[config.mk]
export PLATFORM = sky130hd
export DESIGN_NAME = mem_access_unit
export DESIGN_NICKNAME = d
export VERILOG_FILES = /design/src/rtl/mem_pkg.sv /design/src/rtl/mem_lane_align.sv /design/src/rtl/mem_access_unit.sv
export SDC_FILE = /design/constraint.sdc
export NUM_CORES = 1
export LEC_CHECK = 0
export ABC_AREA = 1
export CORE_MARGIN = 1
export CORE_UTILIZATION = 40
export DETAILED_ROUTE_END_ITERATION = 8
export GPL_ROUTABILITY_DRIVEN = 0
export PLACE_DENSITY_LB_ADDON = 0.15
export SYNTH_ARGS = -nofsm -noshare
export SYNTH_HDL_FRONTEND = slang
export SYNTH_HIERARCHICAL = 1
export SYNTH_SLANG_ARGS = --single-unit
[constraint.sdc]
create_clock -name clk -period 3 [get_ports clk]
set_input_delay 0.6 -clock clk [delete_from_list [all_inputs] [get_ports clk]]
set_output_delay 0.6 -clock clk [all_outputs]
set_load 0.05 [all_outputs]
[src/rtl/mem_pkg.sv]
// Shared types and encodings for the MEM-stage load/store unit.
package mem_pkg;

    typedef enum logic [1:0] {
        ST_IDLE = 2'd0,
        ST_REQ  = 2'd1,
        ST_DONE = 2'd2
    } state_t;

    typedef enum logic [1:0] {
        SZ_BYTE = 2'd0,
        SZ_HALF = 2'd1,
        SZ_WORD = 2'd2
    } size_t;

    localparam logic [2:0] WR_BYTE = 3'b001;
    localparam logic [2:0] WR_HALF = 3'b010;
    localparam logic [2:0] WR_WORD = 3'b100;

    localparam logic [1:0] RD_WORD = 2'b00;
    localparam logic [1:0] RD_HALF = 2'b01;
    localparam logic [1:0] RD_BYTE = 2'b10;
    localparam logic [1:0] RD_RSVD = 2'b11;

    localparam logic [3:0] BE_BYTE0   = 4'b0001;
    localparam logic [3:0] BE_LO_HALF = 4'b0011;
    localparam logic [3:0] BE_HI_HALF = 4'b1100;
    localparam logic [3:0] BE_ALL     = 4'b1111;

    // Store size from the one-hot strobe; anything unexpected is treated as a word.
    function automatic size_t wr_size(input logic [2:0] bits);
        if (bits == WR_BYTE)      return SZ_BYTE;
        else if (bits == WR_HALF) return SZ_HALF;
        else                      return SZ_WORD;
    endfunction

    // Load size; the reserved code behaves like a word access.
    function automatic size_t rd_size(input logic [1:0] bits);
        case (bits)
            RD_BYTE: return SZ_BYTE;
            RD_HALF: return SZ_HALF;
            default: return SZ_WORD;
        endcase
    endfunction

    // An access is misaligned when its low address bits do not fit the size.
    function automatic logic is_misaligned(input size_t sz, input logic [1:0] lo);
        case (sz)
            SZ_BYTE: return 1'b0;
            SZ_HALF: return lo[0];
            default: return |lo;
        endcase
    endfunction

endpackage

[src/rtl/mem_lane_align.sv]
// Combinational lane steering: store byte enables and replication, load lane extract/extend.
module mem_lane_align
    import mem_pkg::*;
(
    input  size_t       st_size,
    input  logic [1:0]  st_lo,
    input  logic [31:0] st_wdata,
    output logic [3:0]  st_be,
    output logic [31:0] st_data,
    input  size_t       ld_size,
    input  logic [1:0]  ld_lo,
    input  logic        ld_unsigned,
    input  logic [31:0] ld_rdata,
    output logic [31:0] ld_data
);

    logic [7:0]  ld_byte;
    logic [15:0] ld_half;

    // Build enables and replicate the store data so every legal lane sees it.
    always_comb begin
        st_be   = BE_ALL;
        st_data = st_wdata;
        case (st_size)
            SZ_BYTE: begin
                st_be   = BE_BYTE0 << st_lo;
                st_data = {4{st_wdata[7:0]}};
            end
            SZ_HALF: begin
                st_be   = st_lo[1] ? BE_HI_HALF : BE_LO_HALF;
                st_data = {2{st_wdata[15:0]}};
            end
            default: begin
                st_be   = BE_ALL;
                st_data = st_wdata;
            end
        endcase
    end

    // Pick the addressed lane out of the read word and sign- or zero-extend it.
    always_comb begin
        ld_byte = ld_rdata[{ld_lo, 3'b000} +: 8];
        ld_half = ld_lo[1] ? ld_rdata[31:16] : ld_rdata[15:0];
        ld_data = ld_rdata;
        case (ld_size)
            SZ_BYTE: ld_data = {{24{~ld_unsigned & ld_byte[7]}}, ld_byte};
            SZ_HALF: ld_data = {{16{~ld_unsigned & ld_half[15]}}, ld_half};
            default: ld_data = ld_rdata;
        endcase
    end

endmodule

[src/rtl/mem_access_unit.sv]
// MEM-stage load/store unit: single-outstanding req/ack bus master with pipeline stall.
module mem_access_unit
    import mem_pkg::*;
(
    input  logic        clk,
    input  logic        rst,
    input  logic        ex_mem_read,
    input  logic        ex_mem_write,
    input  logic [2:0]  ex_wr_bits,
    input  logic [1:0]  ex_rd_bits,
    input  logic        ex_unsigned,
    input  logic [31:0] ex_addr,
    input  logic [31:0] ex_wdata,
    output logic        bus_req,
    output logic        bus_we,
    output logic [31:0] bus_addr,
    output logic [3:0]  bus_be,
    output logic [31:0] bus_wdata,
    input  logic        bus_ack,
    input  logic [31:0] bus_rdata,
    output logic [31:0] load_data,
    output logic        mem_stall,
    output logic        misalign
);

    state_t      state;
    state_t      state_next;
    logic        access;
    size_t       cur_size;
    logic        bad_align;
    logic [3:0]  st_be;
    logic [31:0] st_data;
    logic [31:0] ld_fmt;
    size_t       ld_size_q;
    logic [1:0]  ld_lo_q;
    logic        ld_uns_q;

    // A store wins over a load when both strobes are set, so its size decides alignment.
    assign access    = ex_mem_read | ex_mem_write;
    assign cur_size  = ex_mem_write ? wr_size(ex_wr_bits) : rd_size(ex_rd_bits);
    assign bad_align = is_misaligned(cur_size, ex_addr[1:0]);

    mem_lane_align u_align (
        .st_size     (wr_size(ex_wr_bits)),
        .st_lo       (ex_addr[1:0]),
        .st_wdata    (ex_wdata),
        .st_be       (st_be),
        .st_data     (st_data),
        .ld_size     (ld_size_q),
        .ld_lo       (ld_lo_q),
        .ld_unsigned (ld_uns_q),
        .ld_rdata    (bus_rdata),
        .ld_data     (ld_fmt)
    );

    // State register.
    always_ff @(posedge clk) begin
        if (rst) state <= ST_IDLE;
        else     state <= state_next;
    end

    // Next-state, request, stall and misalign decode; DONE always drops back to IDLE.
    always_comb begin
        state_next = state;
        bus_req    = 1'b0;
        mem_stall  = 1'b0;
        misalign   = 1'b0;
        case (state)
            ST_IDLE: begin
                if (access) begin
                    if (bad_align) begin
                        misalign = 1'b1;
                    end else begin
                        mem_stall  = 1'b1;
                        state_next = ST_REQ;
                    end
                end
            end
            ST_REQ: begin
                bus_req   = 1'b1;
                mem_stall = 1'b1;
                if (bus_ack) state_next = ST_DONE;
            end
            ST_DONE: state_next = ST_IDLE;
            default: state_next = ST_IDLE;
        endcase
    end

    // Latch the bus fields and load formatting info when a request is launched.
    always_ff @(posedge clk) begin
        if (rst) begin
            bus_we    <= 1'b0;
            bus_addr  <= 32'h0;
            bus_be    <= 4'h0;
            bus_wdata <= 32'h0;
            ld_size_q <= SZ_WORD;
            ld_lo_q   <= 2'b00;
            ld_uns_q  <= 1'b0;
        end else if (state == ST_IDLE && state_next == ST_REQ) begin
            bus_we    <= ex_mem_write;
            bus_addr  <= {ex_addr[31:2], 2'b00};
            bus_be    <= ex_mem_write ? st_be : BE_ALL;
            bus_wdata <= ex_mem_write ? st_data : 32'h0;
            ld_size_q <= rd_size(ex_rd_bits);
            ld_lo_q   <= ex_addr[1:0];
            ld_uns_q  <= ex_unsigned;
        end
    end

    // Load result updates only when a read completes and holds otherwise.
    always_ff @(posedge clk) begin
        if (rst)                                      load_data <= 32'h0;
        else if (state == ST_REQ && bus_ack && !bus_we) load_data <= ld_fmt;
    end

endmodule
Word-level counts from Yosys, hierarchy flattened
Index checks and enable logic that the tools add are counted.

word-level totals
  output and inout port bits = 104
  input port bits = 107
  logic and storage cells = 56
  bits in registers = 106

cells by class
  shift-type cells = 2
  equal/unequal tests = 9
  bitwise gates (word level) = 4
  reductions and logical operators = 9
  multiplexer cells = 23

operators by type and width
  kind                                             count
  one-hot mux 32 bit (2 select lines)              2
  two-way mux 32 bit                               1
  variable part select 32 x 6 -> 8 bit             1
  two-way mux 16 bit                               1
  == test 2 x 1 -> 1 bit, second input constant    6
  two-way mux 2 bit                                6
  zero test 2 bit                                  4
  two-way mux 4 bit                                2
  one-hot mux 2 bit (2 select lines)               2
  one-hot mux 4 bit (2 select lines)               1
  two-way mux 1 bit                                6
  one-hot mux 1 bit (2 select lines)               2
  << shifter 1 x 2 -> 4 bit, first input constant  1
  == test 3 x 1 -> 1 bit, second input constant    1
  == test 3 x 2 -> 1 bit, second input constant    1
  logical AND 1 bit                                3
  bitwise AND 1 bit                                2
  == test 2 bit, second input constant             1
  OR reduction 2 bit                               1
  zero test 1 bit                                  1
  inverter 1 bit                                   1
  OR 1 bit                                         1

Logic depth before layout (Yosys ltp)
  depth after elaboration = 11
  mapped depth = 13
  depth with buffers taken out = 11

Hierarchy
Netlist, hierarchy kept.

by module, submodules not included
  module           cells an instance  area an instance (µm²)  instances  seq. area each (µm²)
  mem_access_unit  568                4,196.5                 1          2,122.0
  mem_lane_align   245                1,229.9                 1          0.0

Worst setup path after synthesis
OpenSTA, ideal clock, no wires.

  path kind = input port to output port
  from = input ex_rd_bits[1]
  to = output misalign
  stages on the path = 7
  path slack = -0.432 ns
  buffers on the path = 1
  data required time = 2.400 ns
  data arrival time = 2.832 ns
  cell sequence = inv_1 ha_1 nor2_1 o21ai_1 nand2_2 clkbuf_1 nor4_1

between the ends
  word-level cells in the longest chain between the ends = 8
  elaborated cells on any way between the ends = 10
  classes of those cells = 3 x eq/ne; 6 x mux; 1 x reduce/logical

ends and longest elaborated chain
  element                                                           line                   RTL
  start: declaration                                                mem_access_unit.sv:10  input logic [1:0] ex_rd_bits,
  == test 2 x 1 -> 1 bit / == test 2 bit (equally long branches)    mem_pkg.sv:39          case (bits)
  one-hot mux 2 bit (2 select lines) (*)                            mem_pkg.sv:39
  two-way mux 2 bit (*)                                             mem_access_unit.sv:40  assign cur_size = ex_mem_write ? wr_size(ex_wr_bits) : rd_size(ex_rd_bits);
  == test 2 x 1 -> 1 bit / zero test 2 bit (equally long branches)  mem_pkg.sv:48          case (sz)
  one-hot mux 1 bit (2 select lines) (*)                            mem_pkg.sv:48
  two-way mux 1 bit (*)                                             mem_access_unit.sv:71  if (bad_align) begin
  two-way mux 1 bit (*)                                             mem_access_unit.sv:70  if (access) begin
  two-way mux 1 bit (*)                                             mem_access_unit.sv:68  case (state)
  end: declaration                                                  mem_access_unit.sv:23  output logic misalign

Every way passes the cells marked *; elsewhere a longest branch is shown, timed or not.

Worst setup path after layout
Same ends and word-level chain as after synthesis.

==> results.sh <==
export IMPL_cts_buffers_inserted=9
export IMPL_leakage_nw=3.449
export IMPL_antenna_found_initial=0
export IMPL_grtUsageMet3=0.06660
export IMPL_r2r_end="load_data[12]$_SDFFE_PP0P_"
export IMPL_wl_per_cell_um=14.05
export IMPL_fmaxAchievable_mhz=366.8
export IMPL_drc=0
export IMPL_syn_inst=813
export IMPL_rsz0062_at_grt="no"
export IMPL_grt_busiest_layer="met2"
export IMPL_gr_total_overflow=0
export IMPL_cp_endpoint="misalign"
export IMPL_grt_max_degree=74
export IMPL_power_density_nw_per_um2=520.2
export IMPL_reg2reg_depth=9
export IMPL_required_ns=2.40
export IMPL_synth_xor_area_frac=0
export IMPL_drt_total_wl_mm=16.30
export IMPL_track_usage=0.2317
export IMPL_ys_seq_area_frac=0.3911
export IMPL_areaGrowthSynthToFinish_pct=42.98
export IMPL_reg2reg_from="ld_size_q[1]$_SDFFE_PP1P_"
export IMPL_insertion_delay_ns=0.35
export IMPL_critPathMaxFanout=5
export IMPL_crit_type="input pin to output port"
export IMPL_synthAdderAreaFrac=0.002306
export IMPL_vias_per_cell=4.934
export IMPL_ioPinCount=211
export IMPL_maxSlewHeadroom=0.3610
export IMPL_crit_path_top_delay_cell="clkdlybuf4s50_1"
export IMPL_hold_buffers=0
export IMPL_skew_ns=0.006188
export IMPL_cts_tree="yes"
export IMPL_nNetsFinal=1087
export IMPL_synth_compound_gate_area_share=0.1227
export IMPL_coreArea_um2=13240
export IMPL_drv_cap=0
export IMPL_min_period_over_period=0.9087
export IMPL_synth_simple_area_share=0.3632
export IMPL_max_clock_path_buffers=2
export IMPL_ctsResizeCount=0
export IMPL_grt_pass1_vias=5229
export IMPL_postRouteAntennaNets=0
export IMPL_die_h_um=118.5
export IMPL_maxSlewViolCount=0
export IMPL_critical_path_max_stage_delay_ns=0.45
export IMPL_syn_mean_instance_area_um2=6.675
export IMPL_setup_tns_final_ns=0
export IMPL_clockRootBuffer="clkbuf_16"
export IMPL_reg2reg_slack_ns=1.16
export IMPL_tightest_slew_ns=0.9527
export IMPL_routed_via_count=5724
export IMPL_whs_ns=0.4598
export IMPL_initial_core_util=0.4098
export IMPL_io_buffers=208
export IMPL_htree_levels=3
export IMPL_die_area_um2=14040
export IMPL_ys_seq_elements=106
export IMPL_grt_util_met2=0.3915
export IMPL_grt_pass1_wl_mm=26.02
export IMPL_gr_usage_met1=0.2804
export IMPL_final_cell_mix="nand2_1, clkdlybuf4s50_1, dfxtp_1"
export IMPL_status="completed"
export IMPL_crit_chain="clkdlybuf4s50_1, inv_1, ha_1, nor2_1, o21ai_1, nand2_2, nor4_2, buf_12"
export IMPL_cts_num_sinks=106
export IMPL_synth_cell_types=31
export IMPL_dr_pass1_iters=7
export IMPL_clk_pin_slew_ns=0.07
export IMPL_hold_class="register to register"
export IMPL_peakVddDrop_uv=381.1
export IMPL_synth_top_family_by_area="simple AND/OR/NAND/NOR gates"
export IMPL_diodes=0
export IMPL_hold_viol=0
export IMPL_cts_setup_buffers=0
export IMPL_synthMuxAreaShare=0
export IMPL_min_period_ns=2.726
export IMPL_syn_area_um2=5426
export IMPL_drtIter0Drc=389
export IMPL_cp_start_kind="input pin"
export IMPL_finalSetupViolCount=0
export IMPL_num_rows=42
export IMPL_arrival_ns=2.13
export IMPL_drive_above_1_share=0.06402
export IMPL_critical_path_endpoint_type="output port"
export IMPL_dpl_hpwl_mm=11.33
export IMPL_ys_warnings_count=6
export IMPL_die_x_um=118.5
export IMPL_crit_path_start="ex_rd_bits[1]"
export IMPL_final_common_cell="nand2_1"
==> final cells by class <==
class,count,area [um2]
Tap cell,176,220.2
Multi-Input combinational cell,578,2665
Fill cell,1305,5484
Clock inverter,4,56.30
Sequential cell,106,2122
Inverter,63,241.5
Clock buffer,12,246.5
Timing Repair Buffer,221,2207
==> kinds of logic (layout without fill, tap and decap cells) <==
| family | count (synthesis) | in the layout |
|---|---|---|
| compound gates | 127 | 127 |
| fa+ha+maj | 1 | 1 |
| buf+inv | 130 | 300 |
| flops | 106 | 106 |
| other cells | 1 | 2 |
| simple gates | 448 | 448 |
==> state kept, by name, indices dropped and copies added, names as in the netlist <==
signal,count
bus_addr,30
bus_be,4
bus_wdata,32
bus_we,1
ld_lo_q,2
ld_size_q,2
ld_uns_q,1
load_data,32
state,2
==> worst max-delay path: cells and delay by family <==
family                   cells  cell delay, ns
AO/OA/AOI/OAI                1            0.14
buffers and inverters        3            0.68
AND/OR/NAND/NOR              3            0.42
adder cells (fa/ha/maj)      1            0.28
==> power by group <==
part / switching [W] / leakage [nW] / internal, W
logic: 0.000783 / 2.44 / 0.000458
clock network: 0.000548 / 0.148 / 0.000679
registers: 0.0000645 / 0.864 / 0.00150
==> cell usage after synthesis (all sizes together) <==
cell type	instances	area (um2)
o21ai	46	230.2
nand2	252	973.4
buf	41	312.8
clkbuf	26	97.59
nor3	1	16.27
dfxtp	106	2122
nand4	1	6.260
conb	1	3.750
or2	3	18.77
nand3	103	575.6
a21oi	69	345.3
o211ai	11	82.58
clkinv	1	3.750
ha	1	12.51
inv	62	237.7
and2	3	18.77
a22oi	1	7.510
nor2	84	355.3
nor4	1	6.260
==> per-stage QoR <==
stage / worst slack [ns] / std cells / instance area, um2 / power, W / util
global route: 0.1370 / 1160 / 7759 / 0.004232 / 0.5859
detailed placement: 0.2554 / 1144 / 7456 / 0.002841 / 0.5630
CTS: 0.2542 / 1160 / 7759 / 0.004069 / 0.5859
global placement: 0.2687 / 1144 / 7456 / 0.002838 / 0.5630
floorplan: 0.1529 / 814 / 5436 / 0.002418 / -
finish: 0.2739 / 1160 / 7759 / 0.004036 / 0.5859
==> worst min path at each step <==
stage                              start                        end  slack (ns)  cells after the start
2_1_floorplan      ld_uns_q$_SDFFE_PP0P_      ld_uns_q$_SDFFE_PP0P_        0.44                      2
3_5_place_dp    bus_addr[7]$_SDFFE_PP0P_   bus_addr[7]$_SDFFE_PP0P_        0.45                      2
3_3_place_gp   bus_addr[24]$_SDFFE_PP0P_  bus_addr[24]$_SDFFE_PP0P_        0.45                      2
4_1_cts         bus_addr[7]$_SDFFE_PP0P_   bus_addr[7]$_SDFFE_PP0P_        0.46                      2
6_report       bus_addr[23]$_SDFFE_PP0P_  bus_addr[23]$_SDFFE_PP0P_        0.46                      2
5_1_grt         bus_addr[7]$_SDFFE_PP0P_   bus_addr[7]$_SDFFE_PP0P_        0.48                      2
==> routing by layer <==
layer | vias to the layer above | routed length, um
met3 | 20 | 1150
met2 | 177 | 7794
met4 | 0 | 310
met1 | 2623 | 7047
met5 | - | 0
li1 | 2904 | -
Power figures use the tool's default switching activity.
